[src/rtl/xpt_sequencer.sv]
// xpt_sequencer: T-state sequencer that runs the M1 opcode fetch, latches opcode/prefix
// and steps the XPT counter for the downstream opcode decoders.
module xpt_sequencer #(
    parameter int XPT_W      = 5,
    parameter int FETCH_LAST = 2,
    parameter int XPT_MAX    = 31
) (
    input  logic             CLK,
    input  logic             RESET,
    input  logic             WAIT,
    input  logic [7:0]       DataIn,
    input  logic             PR_Reset_XPT,
    input  logic             P2_Set_CM1,
    input  logic             Pa_Ophd,
    output logic [XPT_W-1:0] XPT,
    output logic [XPT_W-1:0] notXPT,
    output logic             CM1,
    output logic [7:0]       OP,
    output logic [1:0]       PREFIX,
    output logic             IX_nIY,
    output logic             Decode_Enable,
    output logic             XPT_Overflow
);
    typedef enum logic {S_FETCH, S_EXEC} state_t;
    state_t           r_state;
    logic [XPT_W-1:0] r_xpt;
    logic [XPT_W-1:0] r_nxpt;
    logic             r_cm1;
    logic [7:0]       r_op;
    logic [1:0]       r_prefix;
    logic             r_ix;
    logic             r_de;
    logic             r_ovf;
    logic             w_at_last;
    logic             w_at_max;
    logic             w_is_pfx;
    logic             w_recover;
    logic [XPT_W-1:0] w_xpt_inc;
    logic [XPT_W-1:0] w_xpt_nxt;
    assign w_at_last = r_xpt == XPT_W'(FETCH_LAST);
    assign w_at_max  = r_xpt == XPT_W'(XPT_MAX);
    assign w_is_pfx  = DataIn inside {8'hCB, 8'hED, 8'hDD, 8'hFD};
    assign w_recover = !P2_Set_CM1 && !PR_Reset_XPT && w_at_max;
    assign w_xpt_inc = r_xpt + 1'b1;
    // notXPT is registered from the same next value so the pair can never disagree
    assign w_xpt_nxt = WAIT ? r_xpt
                     : (r_state == S_FETCH) ? ((w_at_last && w_is_pfx) ? '0 : w_xpt_inc)
                     : ((P2_Set_CM1 || PR_Reset_XPT || w_at_max) ? '0 : w_xpt_inc);
    always_ff @(posedge CLK or posedge RESET) begin
        if (RESET) begin
            r_state  <= S_FETCH;
            r_xpt    <= '0;
            r_nxpt   <= '1;
            r_cm1    <= 1'b1;
            r_op     <= 8'h00;
            r_prefix <= 2'b00;
            r_ix     <= 1'b0;
            r_de     <= 1'b0;
            r_ovf    <= 1'b0;
        end else if (!WAIT) begin
            r_xpt  <= w_xpt_nxt;
            r_nxpt <= ~w_xpt_nxt;
            if (r_state == S_FETCH) begin
                if (w_at_last) begin
                    case (DataIn)
                        8'hCB: r_prefix <= 2'b01;
                        8'hED: r_prefix <= 2'b10;
                        8'hDD: begin
                            r_prefix <= 2'b11;
                            r_ix     <= 1'b1;
                        end
                        8'hFD: begin
                            r_prefix <= 2'b11;
                            r_ix     <= 1'b0;
                        end
                        default: begin
                            r_op    <= DataIn;
                            r_state <= S_EXEC;
                            r_cm1   <= 1'b0;
                            r_de    <= 1'b1;
                        end
                    endcase
                end
            end else begin
                if (Pa_Ophd) begin
                    r_prefix <= 2'b00;
                    r_ix     <= 1'b0;
                end
                if (P2_Set_CM1 || w_recover) begin
                    r_state <= S_FETCH;
                    r_cm1   <= 1'b1;
                    r_de    <= 1'b0;
                end
                if (w_recover) r_ovf <= 1'b1;
            end
        end
    end
    assign XPT           = r_xpt;
    assign notXPT        = r_nxpt;
    assign CM1           = r_cm1;
    assign OP            = r_op;
    assign PREFIX        = r_prefix;
    assign IX_nIY        = r_ix;
    assign Decode_Enable = r_de;
    assign XPT_Overflow  = r_ovf;
endmodule
[config.mk]
export PLATFORM = sky130hd
export DESIGN_NAME = xpt_sequencer
export DESIGN_NICKNAME = d
export VERILOG_FILES = /design/src/rtl/xpt_sequencer.sv
export SDC_FILE = /design/constraint.sdc
export NUM_CORES = 1
export LEC_CHECK = 0
export ABC_AREA = 0
export BUFFER_PORTS_ARGS = -buffer_cell sky130_fd_sc_hd__buf_2
export CAP_MARGIN = 20
export CORE_MARGIN = 8
export CORE_UTILIZATION = 40
export DETAILED_ROUTE_END_ITERATION = 7
export GPL_ROUTABILITY_DRIVEN = 1
export PLACE_DENSITY_LB_ADDON = 0.15
export SLEW_MARGIN = 10
export SYNTH_ARGS = -nofsm -noshare
export SYNTH_HDL_FRONTEND = slang
export SYNTH_SLANG_ARGS = --single-unit
[constraint.sdc]
create_clock -name CLK -period 1.9 [get_ports CLK]
set_input_delay 0.095 -clock CLK [delete_from_list [all_inputs] [get_ports CLK]]
set_output_delay 0.095 -clock CLK [all_outputs]
set_load 0.05 [all_outputs]
After elaboration in Yosys (flattened, before gate mapping)
Index checks and enable logic that the tools add are counted.
{"block": "word_totals", "register_bits": 25, "wordCells": 66, "in_bits": 14, "output_inout_bits": 24}
{"block": "classes", "n_bitwise": 4, "mux": 24, "add_sub_neg": 1, "n_reduce_logical": 19, "n_eq_ne": 9}
{"operator": "$eq 8x8->1 const B", "n": 4}
{"operator": "$mux 5", "n": 4}
{"operator": "$reduce_and 4->1", "n": 4}
{"operator": "$mux 1", "n": 15}
{"operator": "$reduce_bool 4->1", "n": 2}
{"operator": "$mux 2", "n": 3}
{"operator": "$pmux 2 s3", "n": 1}
{"operator": "$add 5x1->5 const B", "n": 1}
{"operator": "$eq 5x2->1 const B", "n": 1}
{"operator": "$eq 5x5->1 const B", "n": 1}
{"operator": "$not 5->5", "n": 1}
{"operator": "$ne 2x1->1 const B", "n": 2}
{"operator": "$reduce_or 4->1", "n": 1}
{"operator": "$logic_and 1x1->1", "n": 3}
{"operator": "$logic_or 1x1->1", "n": 3}
{"operator": "$not 1->1", "n": 3}
{"operator": "$reduce_and 3->1", "n": 1}
{"operator": "$reduce_bool 3->1", "n": 1}
{"operator": "$logic_not 1->1", "n": 2}
{"operator": "$ne 2x2->1 const B", "n": 1}
{"operator": "$pmux 1 s2", "n": 1}
{"operator": "$reduce_bool 2->1", "n": 1}
{"operator": "$reduce_or 2->1", "n": 1}

Depth between registers and ports, before layout
Gate-level depths: netlist of the first run.
{"block": "depth", "depth_word": 7, "mapped_depth": 7, "mapped_depth_nobuf": 7}

Worst setup path after synthesis of the first run
Ideal clock, no wire load.
{"block": "synth_path", "kind": "register -> register", "startpoint": "register with a tool-made name", "endpoint": "register with a tool-made name", "period_less_slack_ns": 2.321, "path_stages_with_launch": 6, "setup_time_ns": 0.122, "n_path_buf": 0, "setup_slack_ns": -0.421, "required_ns": 1.778, "arrival_ns": 2.199, "cell_sequence": "dfrtp_1 ha_1 or3b_4 or3_1 or3b_1 a32o_1"}

==> results of run 1 <==
==> worst max-delay path, delay by kind of cell (launching register included) <==
kind            cells  cell delay (ns)
fa+ha+maj           1             0.13
simple gates        3             1.07
compound gates      1             0.22
flops               1             0.44
buf+inv             1             0.06
==> path summary, 6_finish.rpt <==
| check | startpoint | to | slack (ns) |
|---|---|---|---|
| max reg2reg | flip-flop | flip-flop | -0.12 |
| max in group asynchronous | RESET | OP[0]$_DFFE_PP0P_ | 0.95 |
| max | flip-flop | flip-flop | -0.12 |
| min | DataIn[7] | OP[7]$_DFFE_PP0P_ | 0.04 |
| min in group asynchronous | RESET | asynchronous set/reset pin | 0.43 |
| min reg2reg | notXPT[3]$_DFFE_PP1N_ | notXPT[3]$_DFFE_PP1N_ | 0.47 |
==> stage by stage <==
| step | std cells | instance area [um2] | total power [mW] |
|---|---|---|---|
| final | 188 | 1650 | 2.57 |
| after global routing | 188 | 1650 | 2.73 |
| after CTS | 187 | 1620 | 2.58 |
| after detailed placement | 180 | 1560 | 2.32 |
| after global placement | 180 | 1560 | 2.31 |
| after floorplan | 99 | 1220 | 1.92 |
==> power breakdown <==
part | switching [mW] | total (mW) | internal (mW)
registers | 0.0965 | 0.847 | 0.750
clock network | 0.144 | 0.226 | 0.0818
logic | 0.969 | 1.50 | 0.533
total | 1.21 | 2.57 | 1.37
==> timing repair <==
item                                   4_1_cts  5_1_grt
resized for setup                            2        5
endpoints found under the hold margin       12        0
hold buffers                                 2        0
setup endpoints to repair                   19       24
setup buffers                                1        1
pin swaps                                    6        3
==> cell usage in the layout (no fill, tap or decap), drive strengths merged, types with 2 or more instances in the layout <==
cell type | netlist | final
dfstp | 6 | 6
nand2b | 3 | 3
o22a | 2 | 2
inv | 5 | 5
dfrtp | 19 | 19
o21ai | 3 | 3
or3 | 3 | 3
o32a | 2 | 2
a32o | 3 | 3
nand2 | 7 | 7
buf | 0 | 53
o31ai | 2 | 2
nor2 | 4 | 4
or3b | 2 | 2
o21a | 2 | 2
ha | 3 | 3
clkbuf | 1 | 4
dlygate4sd3 | 0 | 2
nor2b | 2 | 2
a21oi | 3 | 3
mux2 | 8 | 8
xnor2 | 2 | 2
==> cell families after synthesis <==
logic type,Yosys count,synth area share [%]
AO/OA/AOI/OAI,22,15.0
XOR/XNOR,3,2.22
adder cells (fa/ha/maj),3,3.18
buffers and inverters,6,1.91
flip-flops,25,53.6
multiplexers,9,8.47
AND/OR/NAND/NOR,31,15.6
==> metal layers <==
metal / routed length [um] / part of all wire [%]
met5: 0 / 0
met4: 19 / 0.69
met3: 123 / 4.5
met2: 1440 / 52
met1: 1160 / 42
==> layout make-up <==
cell class | count | area [um2]
tap | 31 | 38.8
clock buffer | 4 | 26.3
inverter | 5 | 18.8
timing repair buffer | 55 | 342
sequential | 25 | 636
fill | 230 | 1130
multi-input combinational | 68 | 587
==> results by group, run 1 <==
Outcome
  – Status: complete, but fails checks
  – Violated checks: setup timing

Drt
  – Antenna Nets Post-Route: 0
  – Post-Route WL: 2740 um
  – Initial DRC count: 26
  – DR WL/cell: 14.6 um
  – Routed vias/inst: 5.25
  – Vias: 987
  – Drt drc: 0
  – Drt pass-1 iters: 4

STA
  – Final setup vio count: 17
  – RSZ-0062 raised after global routing: true
  – Fin Clk Skew: 0.00323 ns
  – Fin crit period: 2.02 ns
  – Fin. Hold Viols: 0
  – Final WS setup: -0.119 ns
  – Worst Hold Slack: 0.0422 ns
  – Max_slew headroom: 53.9%
  – Count of pins over their slew limit: 0
  – Max Clk Rate: 495 MHz
  – Worst-margin pin slew: 0.691 ns
  – Final period util: 106%
  – Setup TNS Final: -0.980 ns

Logic synthesis
  – Number of synthesized flops with an enable pin: 0
  – Post-Syn Area: 1180 um2
  – Area leader, netlist: dfrtp_1
  – Synth top area share: 40.3%
  – Leading cell type by number of instances after synthesis: dfrtp_1
  – Post-Synthesis Cells: 99
  – Top cells by count, synth: dfrtp_1 (19), mux2_2 (8), nand2_1 (7), dfstp_2 (6), inv_1 (5)
  – Ys async rst share: 100%
  – Post-synthesis sequential area ratio: 53.6%
  – Seq cells post-synth: 25
  – Top cells by area, synth: dfrtp_1 (40%), dfstp_2 (13%), mux2_2 (7.6%), ha_1 (3.2%), a32o_1 (2.5%)
  – Post-synth cell types: 38
  – Primary FF master, synth: dfrtp_1
  – Synthesized area per cell: 11.9 um2
  – Syn Nets: 116
  – YS warnings: 0

Power and ir drop
  – PwrDens: 1560 nW/um2
  – VDD IR-drop max: 1.25 mV
  – Leak pwr: 0.803 nW

Final layout
  – Area growth syn-to-layout: 39.5%
  – Post-layout nets: 175
  – Fin util: 59.2%
  – Diode count: 0
  – Layout cells sized above 1: 52.9%

Worst setup path
  – Worst path max stage delay: 0.44 ns
  – Critical Setup Path Class: reg -> reg
  – Arrival @ worst endpoint: 2.23 ns
  – Worst r2r path cells: 6
  – Crit path cell chain: inv_2, ha_1, or3b_4, or3_4, or3b_1, a32o_1
  – Element type at the critical path end: flip-flop
  – Crit-path max FO: 3
  – CP max stage cell: dfrtp_2
  – Worst Path Required: 2.11 ns
  – Startpoint types: flip-flop

Clocking
  – CTS tree: done
  – Clk_lat worst skew: 0.30 ns
  – CTS sink count: 25
  – CTS buffer count: 3
  – Htree depth: 1
  – Clock transition at the registers of the reported paths: 0.13 ns
  – CTS root buffer: clkbuf_4
  – CTS max path bufs: 2

Floorplan
  – Site row count: 19
  – Core area: 2780 um2
  – Die Y: 70.3 um
  – Ports: 38
  – Die area: 4950 um2
  – Initial Util: 42.5%
  – Die X: 70.3 um

Hold path
  – Hold Path Class: in -> reg
  – Hold path depth: 2

Global route
  – Met1 GRT Util: 12.7%
  – M3 GR Usage: 2.82%
  – Initial antenna violation count: 0
  – GRT Total Usage: 11.5%
  – First-pass GRT wire length: 4820 um
  – GRT Residual Overflow: 0
  – Largest net degree at the start of global routing: 20
  – Number of global-route vias before repair: 1090
  – Grt peak-use layer: met2
  – Met2 GRT Util: 20.5%

Placement
  – GP Congestion: 0.737
  – DPL Wire Length: 2160 um
  – I/O Buffers: 37
  – Pre-CTS WS: -0.121 ns

Flow run
  – Max-cap viol count: 0
Power figures use the tool's default switching activity.
==> run 2: changes to the inputs <==
--- a/config.mk
+++ b/config.mk
@@ -13,4 +13,5 @@
 export DETAILED_ROUTE_END_ITERATION = 7
 export GPL_ROUTABILITY_DRIVEN = 1
+export GPL_TIMING_DRIVEN = 0
 export PLACE_DENSITY_LB_ADDON = 0.15
 export SLEW_MARGIN = 10
==> constraint.sdc (replaced) <==
create_clock -name CLK -period 1.9 [get_ports CLK]
set_input_delay 0.095 -clock CLK [delete_from_list [all_inputs] [get_ports CLK]]
set_output_delay 0.095 -clock CLK [all_outputs]
set_load 0.005 [all_outputs]
==> run 2 against run 1 <==
Non-clock buffer count shrank 1. Design area grew 2.1%. Clock skew grew 0.00068 ns. Sequential share of layout area shrank 0.95 points. Via count grew 0.10%. The flow still finishes with violations (setup timing). Global-route usage grew 0.36 points.
==> results by group, run 2 (synthesized netlist as in run 1, its figures left out) <==
STA
  – Max_slew headroom: 39.5% (-14 points)
  – Fin crit period: 2.05 ns (+0.0353 ns)
  – Count of pins over their slew limit: 0 (unchanged)
  – RSZ-0062 raised after global routing: true
  – Final WS setup: -0.155 ns (-0.0353 ns)
  – Final period util: 108% (+1.9 points)
  – Fin. Hold Viols: 0 (unchanged)
  – Worst-margin pin slew: 0.906 ns (+0.216 ns)
  – Final setup vio count: 19 (+2)
  – Fin Clk Skew: 0.00391 ns (+0.000677 ns)
  – Max Clk Rate: 487 MHz (-1.7%)

Placement
  – Pre-CTS WS: -0.209 ns (-0.0877 ns)
  – DPL Wire Length: 1990 um (-7.9%)
  – GP Congestion: 0.746 (+1.2%)
  – I/O Buffers: 36 (-2.7%)

Worst setup path
  – Element type at the critical path end: flip-flop
  – Crit-path max FO: 2 (-1)
  – Startpoint types: flip-flop
  – Arrival @ worst endpoint: 2.28 ns (+0.05 ns)
  – R2R Setup Slk: -0.15 ns (-0.04 ns)
  – Worst Path Required: 2.12 ns (about the same)
  – Critical Setup Path Class: reg -> reg
  – Worst r2r path cells: 6 (unchanged)

Clocking
  – Clock transition at the registers of the reported paths: 0.14 ns (about the same)
  – Clk_lat worst skew: 0.31 ns (about the same)
  – CTS max path bufs: 2 (unchanged)
  – Htree depth: 1 (unchanged)
  – CTS tree: done
  – CTS root buffer: clkbuf_4
  – CTS sink count: 25 (unchanged)
  – CTS buffer count: 3 (unchanged)

Outcome
  – Status: complete, but fails checks
  – Violated checks: setup timing

Drt
  – Vias: 988 (+0.10%)
  – Drt pass-1 iters: 4 (unchanged)
  – Initial DRC count: 44 (+69%)
  – Post-Route WL: 2940 um (+7.3%)
  – DR WL/cell: 15.7 um (+7.9%)
  – Drt drc: 0 (unchanged)
  – Routed vias/inst: 5.28 (+0.64%)
  – Antenna Nets Post-Route: 0 (unchanged)

Power and ir drop
  – VDD IR-drop max: 0.916 mV (-27%)
  – Leak pwr: 0.792 nW (-1.4%)
  – PwrDens: 1190 nW/um2 (-24%)
  – Overall Power: 2.00 mW (-22%)

Floorplan
  – Die area: 4950 um2 (unchanged)
  – Initial Util: 42.5% (unchanged)
  – Die X: 70.3 um (unchanged)
  – Ports: 38 (unchanged)
  – Site row count: 19 (unchanged)
  – Core area: 2780 um2 (unchanged)
  – Die Y: 70.3 um (unchanged)

Global route
  – GRT Total Usage: 11.8% (+0.36 points)
  – M3 GR Usage: 3.67% (+0.85 points)
  – Met2 GRT Util: 18.3% (-2.2 points)
  – Number of global-route vias before repair: 1115 (+2.3%)
  – First-pass GRT wire length: 5000 um (+3.6%)
  – Grt peak-use layer: met2
  – Initial antenna violation count: 0 (unchanged)
  – Met1 GRT Util: 14.8% (+2.1 points)
  – GRT Residual Overflow: 0 (unchanged)
  – Largest net degree at the start of global routing: 26 (+30%)

Hold path
  – Hold Path Class: in -> reg

Final layout
  – Storage cell area: 633 um2 (-0.39%)
  – Area growth syn-to-layout: 42.5%
  – Layout fillers: 239 (+3.9%)
  – Area of the multi-input gates: 626 um2 (+6.6%)
  – Post-layout nets: 174 (-0.57%)
  – Layout cells sized above 1: 55.8% (+2.9 points)
  – Most frequent cells in the layout: buf_2 (36), dfrtp_1 (19), buf_4 (9)
  – Diode count: 0 (unchanged)
  – Most common cell after layout, fill and taps aside: buf_2

Flow run
  – Max-cap viol count: 0 (unchanged)
## run 2: per-layer routing
metal	vias up	share of wire, %
met5	-	0
met1	477	46
met2	26	46
li1	481	-
met4	0	1.4
met3	4	6.3
## run 2: cell type report
cell class,count,area share (%)
multi-input combinational,68,37.2
clock inverter,1,0.297
inverter,5,1.12
buffer,1,0.223
tap,31,2.30
timing repair buffer,53,19.9
sequential,25,37.6
clock buffer,3,1.34
## run 2: power by group
part           total (mW)  switching (mW)  internal [mW]
Sequential          0.879           0.133          0.746
Combinational       0.880           0.370          0.511
Clock               0.237           0.158         0.0787
## run 2: repair_timing
action	in CTS	in global routing
endpoints found under the setup margin	20	24
pin swaps	11	8
hold buffers	2	0
endpoints found under the hold margin	20	0
setup buffers	11	4
gates resized for setup	11	14
## run 2: critical path, stage by stage (launching register included)
cell,delay [ns]
dfrtp_1,0.42
inv_2,0.09
ha_4,0.12
or3b_4,0.37
or3_4,0.39
or3b_1,0.36
a32o_1,0.22
## run 2: worst min path at each step
stage	start	to	slack, ns	depth (start not counted)
after CTS	DataIn[6]	OP[6]$_DFFE_PP0P_	0.02	2
final	DataIn[6]	OP[6]$_DFFE_PP0P_	0.03	2
after global placement	DataIn[5]	IX_nIY$_DFFE_PP0P_	0.32	2
after detailed placement	DataIn[5]	IX_nIY$_DFFE_PP0P_	0.32	2
after global routing	DataIn[7]	OP[7]$_DFFE_PP0P_	0.02	2
after floorplan	RESET	Decode_Enable$_DFFE_PP0P_	0.12	1
## run 2: stage by stage
| stage | util [%] | hold slack [ns] | setup TNS [ns] | cell area [um2] | cells |
|---|---|---|---|---|---|
| floorplan | - | 0.118 | -0.191 | 1190 | 99 |
| global placement | 50.5 | 0.324 | -2.99 | 1410 | 166 |
| detailed placement | 50.5 | 0.325 | -2.96 | 1410 | 166 |
| CTS | 57.1 | 0.0169 | -1.07 | 1590 | 183 |
| global route | 60.5 | 0.0248 | -2.95 | 1680 | 187 |
| finish | 60.5 | 0.0256 | -1.54 | 1680 | 187 |
==> run 3: changes to the inputs <==
- BUFFER_PORTS_ARGS: -buffer_cell sky130_fd_sc_hd__buf_2 -> unset
- DONT_BUFFER_PORTS: unset -> 1
- PLACE_DENSITY: unset -> 0.53
- PLACE_DENSITY_LB_ADDON: 0.15 -> unset
==> run 3 against run 2 <==
The run still ends with setup timing left. Die area unchanged. Count of clock-buffer cells in the layout increased by 1. Worst hold slack got worse by 0.010 ns. Via count decreased by 13%. Critical path depth unchanged. Sequential share of layout area increased by 6.4 points. Sequential cell count unchanged.
==> results by group, run 3 (synthesized netlist as in run 1, its figures left out) <==
Final layout
  – Area growth syn-to-layout: 22.4%
  – Most frequent cells in the layout: dfrtp_1 (17), dlygate4sd3_1 (10), mux2_2 (8)
  – Final Non-Filler Cells: 149 (-20%)
  – Fin util: 52.0% (-8.5 points)
  – Post-layout nets: 136 (-22%)
  – Most common cell after layout, fill and taps aside: dfrtp_1
  – Diode count: 0 (unchanged)
  – Layout fillers: 245 (+2.5%)
  – Layout cells sized above 1: 28.8% (-27 points)

Drt
  – Antenna Nets Post-Route: 0 (unchanged)
  – DR WL/cell: 18.4 um (+17%)
  – Vias: 858 (-13%)
  – Initial DRC count: 23 (-48%)
  – Post-Route WL: 2740 um (-6.8%)
  – Routed vias/inst: 5.76 (+9.0%)
  – Drt pass-1 iters: 4 (unchanged)
  – Drt drc: 0 (unchanged)

Placement
  – I/O Buffers: 0 (-100%)
  – Placed instance count: 130 (-22%)
  – DPL Wire Length: 1940 um (-2.6%)
  – Pre-CTS WS: -0.246 ns (-0.0373 ns)
  – GP Congestion: 0.760 (+1.9%)

STA
  – Fin Clk Skew: 0.00213 ns (-0.00177 ns)
  – Max Clk Rate: 471 MHz (-3.2%)
  – Count of pins over their slew limit: 0 (unchanged)
  – Final setup vio count: 19 (unchanged)
  – Worst Hold Slack: 0.0151 ns (-0.0104 ns)
  – Final period util: 112% (+3.5 points)
  – Fin crit period: 2.12 ns (+0.0673 ns)
  – Max_slew headroom: 65.8% (+26 points)
  – Worst-margin pin slew: 0.512 ns (-0.395 ns)
  – Setup TNS Final: -1.62 ns (-0.0823 ns)
  – RSZ-0062 raised after global routing: true
  – Fin. Hold Viols: 0 (unchanged)
  – Final WS setup: -0.222 ns (-0.0673 ns)

Worst setup path
  – Critical Setup Path Class: reg -> reg
  – Arrival @ worst endpoint: 2.35 ns (+0.07 ns)
  – Worst Path Required: 2.13 ns (about the same)
  – Crit-path max FO: 4 (+2)
  – Element type at the critical path end: flip-flop
  – Startpoint types: flip-flop

Floorplan
  – Die Y: 70.3 um (unchanged)
  – Site row count: 19 (unchanged)
  – Initial Util: 42.5% (unchanged)
  – Die area: 4950 um2 (unchanged)
  – Die X: 70.3 um (unchanged)
  – Core area: 2780 um2 (unchanged)
  – Ports: 38 (unchanged)

Flow run
  – Max-cap viol count: 0 (unchanged)

Global route
  – First-pass GRT wire length: 4540 um (-9.1%)
  – GRT Residual Overflow: 0 (unchanged)
  – GRT Total Usage: 11.0% (-0.80 points)
  – Initial antenna violation count: 0 (unchanged)
  – Largest net degree at the start of global routing: 26 (unchanged)
  – Number of global-route vias before repair: 906 (-19%)

Power and ir drop
  – Leak pwr: 0.617 nW (-22%)
  – PwrDens: 1170 nW/um2 (-1.7%)
  – Psw: 0.562 mW (-15%)
  – Internal power: 1.12 mW (-16%)
  – VDD IR-drop max: 0.691 mV (-25%)
  – Sequential share of power: 56.2% (+12 points)
  – Clk network pwr share: 14.3% (+2.4 points)
  – Switching share of power: 33.4% (+0.26 points)
  – Combinational share of power: 29.6% (-14 points)

Clocking
  – CTS max path bufs: 2 (unchanged)
  – CTS tree: done
  – CTS sink count: 25 (unchanged)
  – Clk_lat worst skew: 0.32 ns (about the same)
  – Htree depth: 1 (unchanged)
  – CTS root buffer: clkbuf_4
  – Clock transition at the registers of the reported paths: 0.13 ns (about the same)
  – CTS buffer count: 3 (unchanged)

Outcome
  – Violated checks: setup timing
  – Status: complete, but fails checks

Hold path
  – Hold Path Class: in -> reg
-- run 3: changes by cell type in the layout (fill, tap and decap cells not counted), moves of 2 or more --
cell | previous run | this run
buf_2 | 36 | 0
buf_4 | 9 | 3
buf_6 | 6 | 0
dfrtp_1 | 19 | 17
dfrtp_2 | 0 | 2
dlygate4sd3_1 | 2 | 10
ha_1 | 0 | 3
ha_4 | 3 | 0
-- run 3: routing by layer --
layer,routed length [um],track usage [%],share of wire [%],vias up
met2,1300,17.8,48,23
met3,239,4.52,8.7,4
li1,-,-,-,402
met5,0,0,0,-
met4,34,3.35,1.2,0
met1,1160,13.0,42,429
-- run 3: timing repair --
action,CTS,global route
endpoints found under the setup margin,21,24
gates resized for setup,3,6
pin swaps,8,3
cloned,0,0
endpoints found under the hold margin,28,0
hold buffers,10,0
buffers inserted,4,0
-- run 3: stage by stage --
stage	power (mW)	cell area (um2)
floorplan	1.25	1190
global placement	1.35	1220
detailed placement	1.37	1220
CTS	1.69	1410
global route	1.80	1450
finish	1.68	1450
-- run 3: layout make-up --
cell class / count / area [um2] / area share, %
multi-input cells: 68 / 564 / 39.0
plain buffers: 1 / 3.75 / 0.260
clock buffers: 4 / 26.3 / 1.82
flip-flops and latches: 25 / 636 / 44.0
repair buffers: 15 / 158 / 10.9
well taps: 31 / 38.8 / 2.68
inverters: 5 / 18.8 / 1.30
-- run 3: worst max-delay path, stage by stage, from the launching register on --
cell	delay (ns)
dfrtp_2	0.47
inv_2	0.07
ha_1	0.13
or3b_4	0.39
or3_4	0.36
or3b_1	0.36
a32o_1	0.25
-- run 3: path summary, 6_finish.rpt --
| path | from | slack (ns) | cells after the start | endpoint |
|---|---|---|---|---|
| hold / removal | P2_Set_CM1 | 0.02 | 2 | XPT_Overflow$_DFFE_PP0P_ |
| max in group asynchronous | RESET | 1.21 | 3 | PREFIX[1]$_DFFE_PP0P_ |
| setup / recovery | flip-flop | -0.22 | 6 | flip-flop |
| min in group asynchronous | RESET | 0.23 | 2 | Decode_Enable$_DFFE_PP0P_ |
| hold reg to reg | notXPT[3]$_DFFE_PP1N_ | 0.49 | 2 | notXPT[3]$_DFFE_PP1N_ |
| setup reg to reg | flip-flop | -0.22 | 6 | flip-flop |
-- run 3: power groups by stage --
stage / Sequential (mW) / Clock, mW / Combinational, mW
global placement: 0.949 / 0 / 0.402
global route: 0.982 / 0.266 / 0.551
detailed placement: 0.956 / 0 / 0.411
finish: 0.946 / 0.240 / 0.498
floorplan: 0.893 / 0 / 0.352
CTS: 0.950 / 0.253 / 0.482
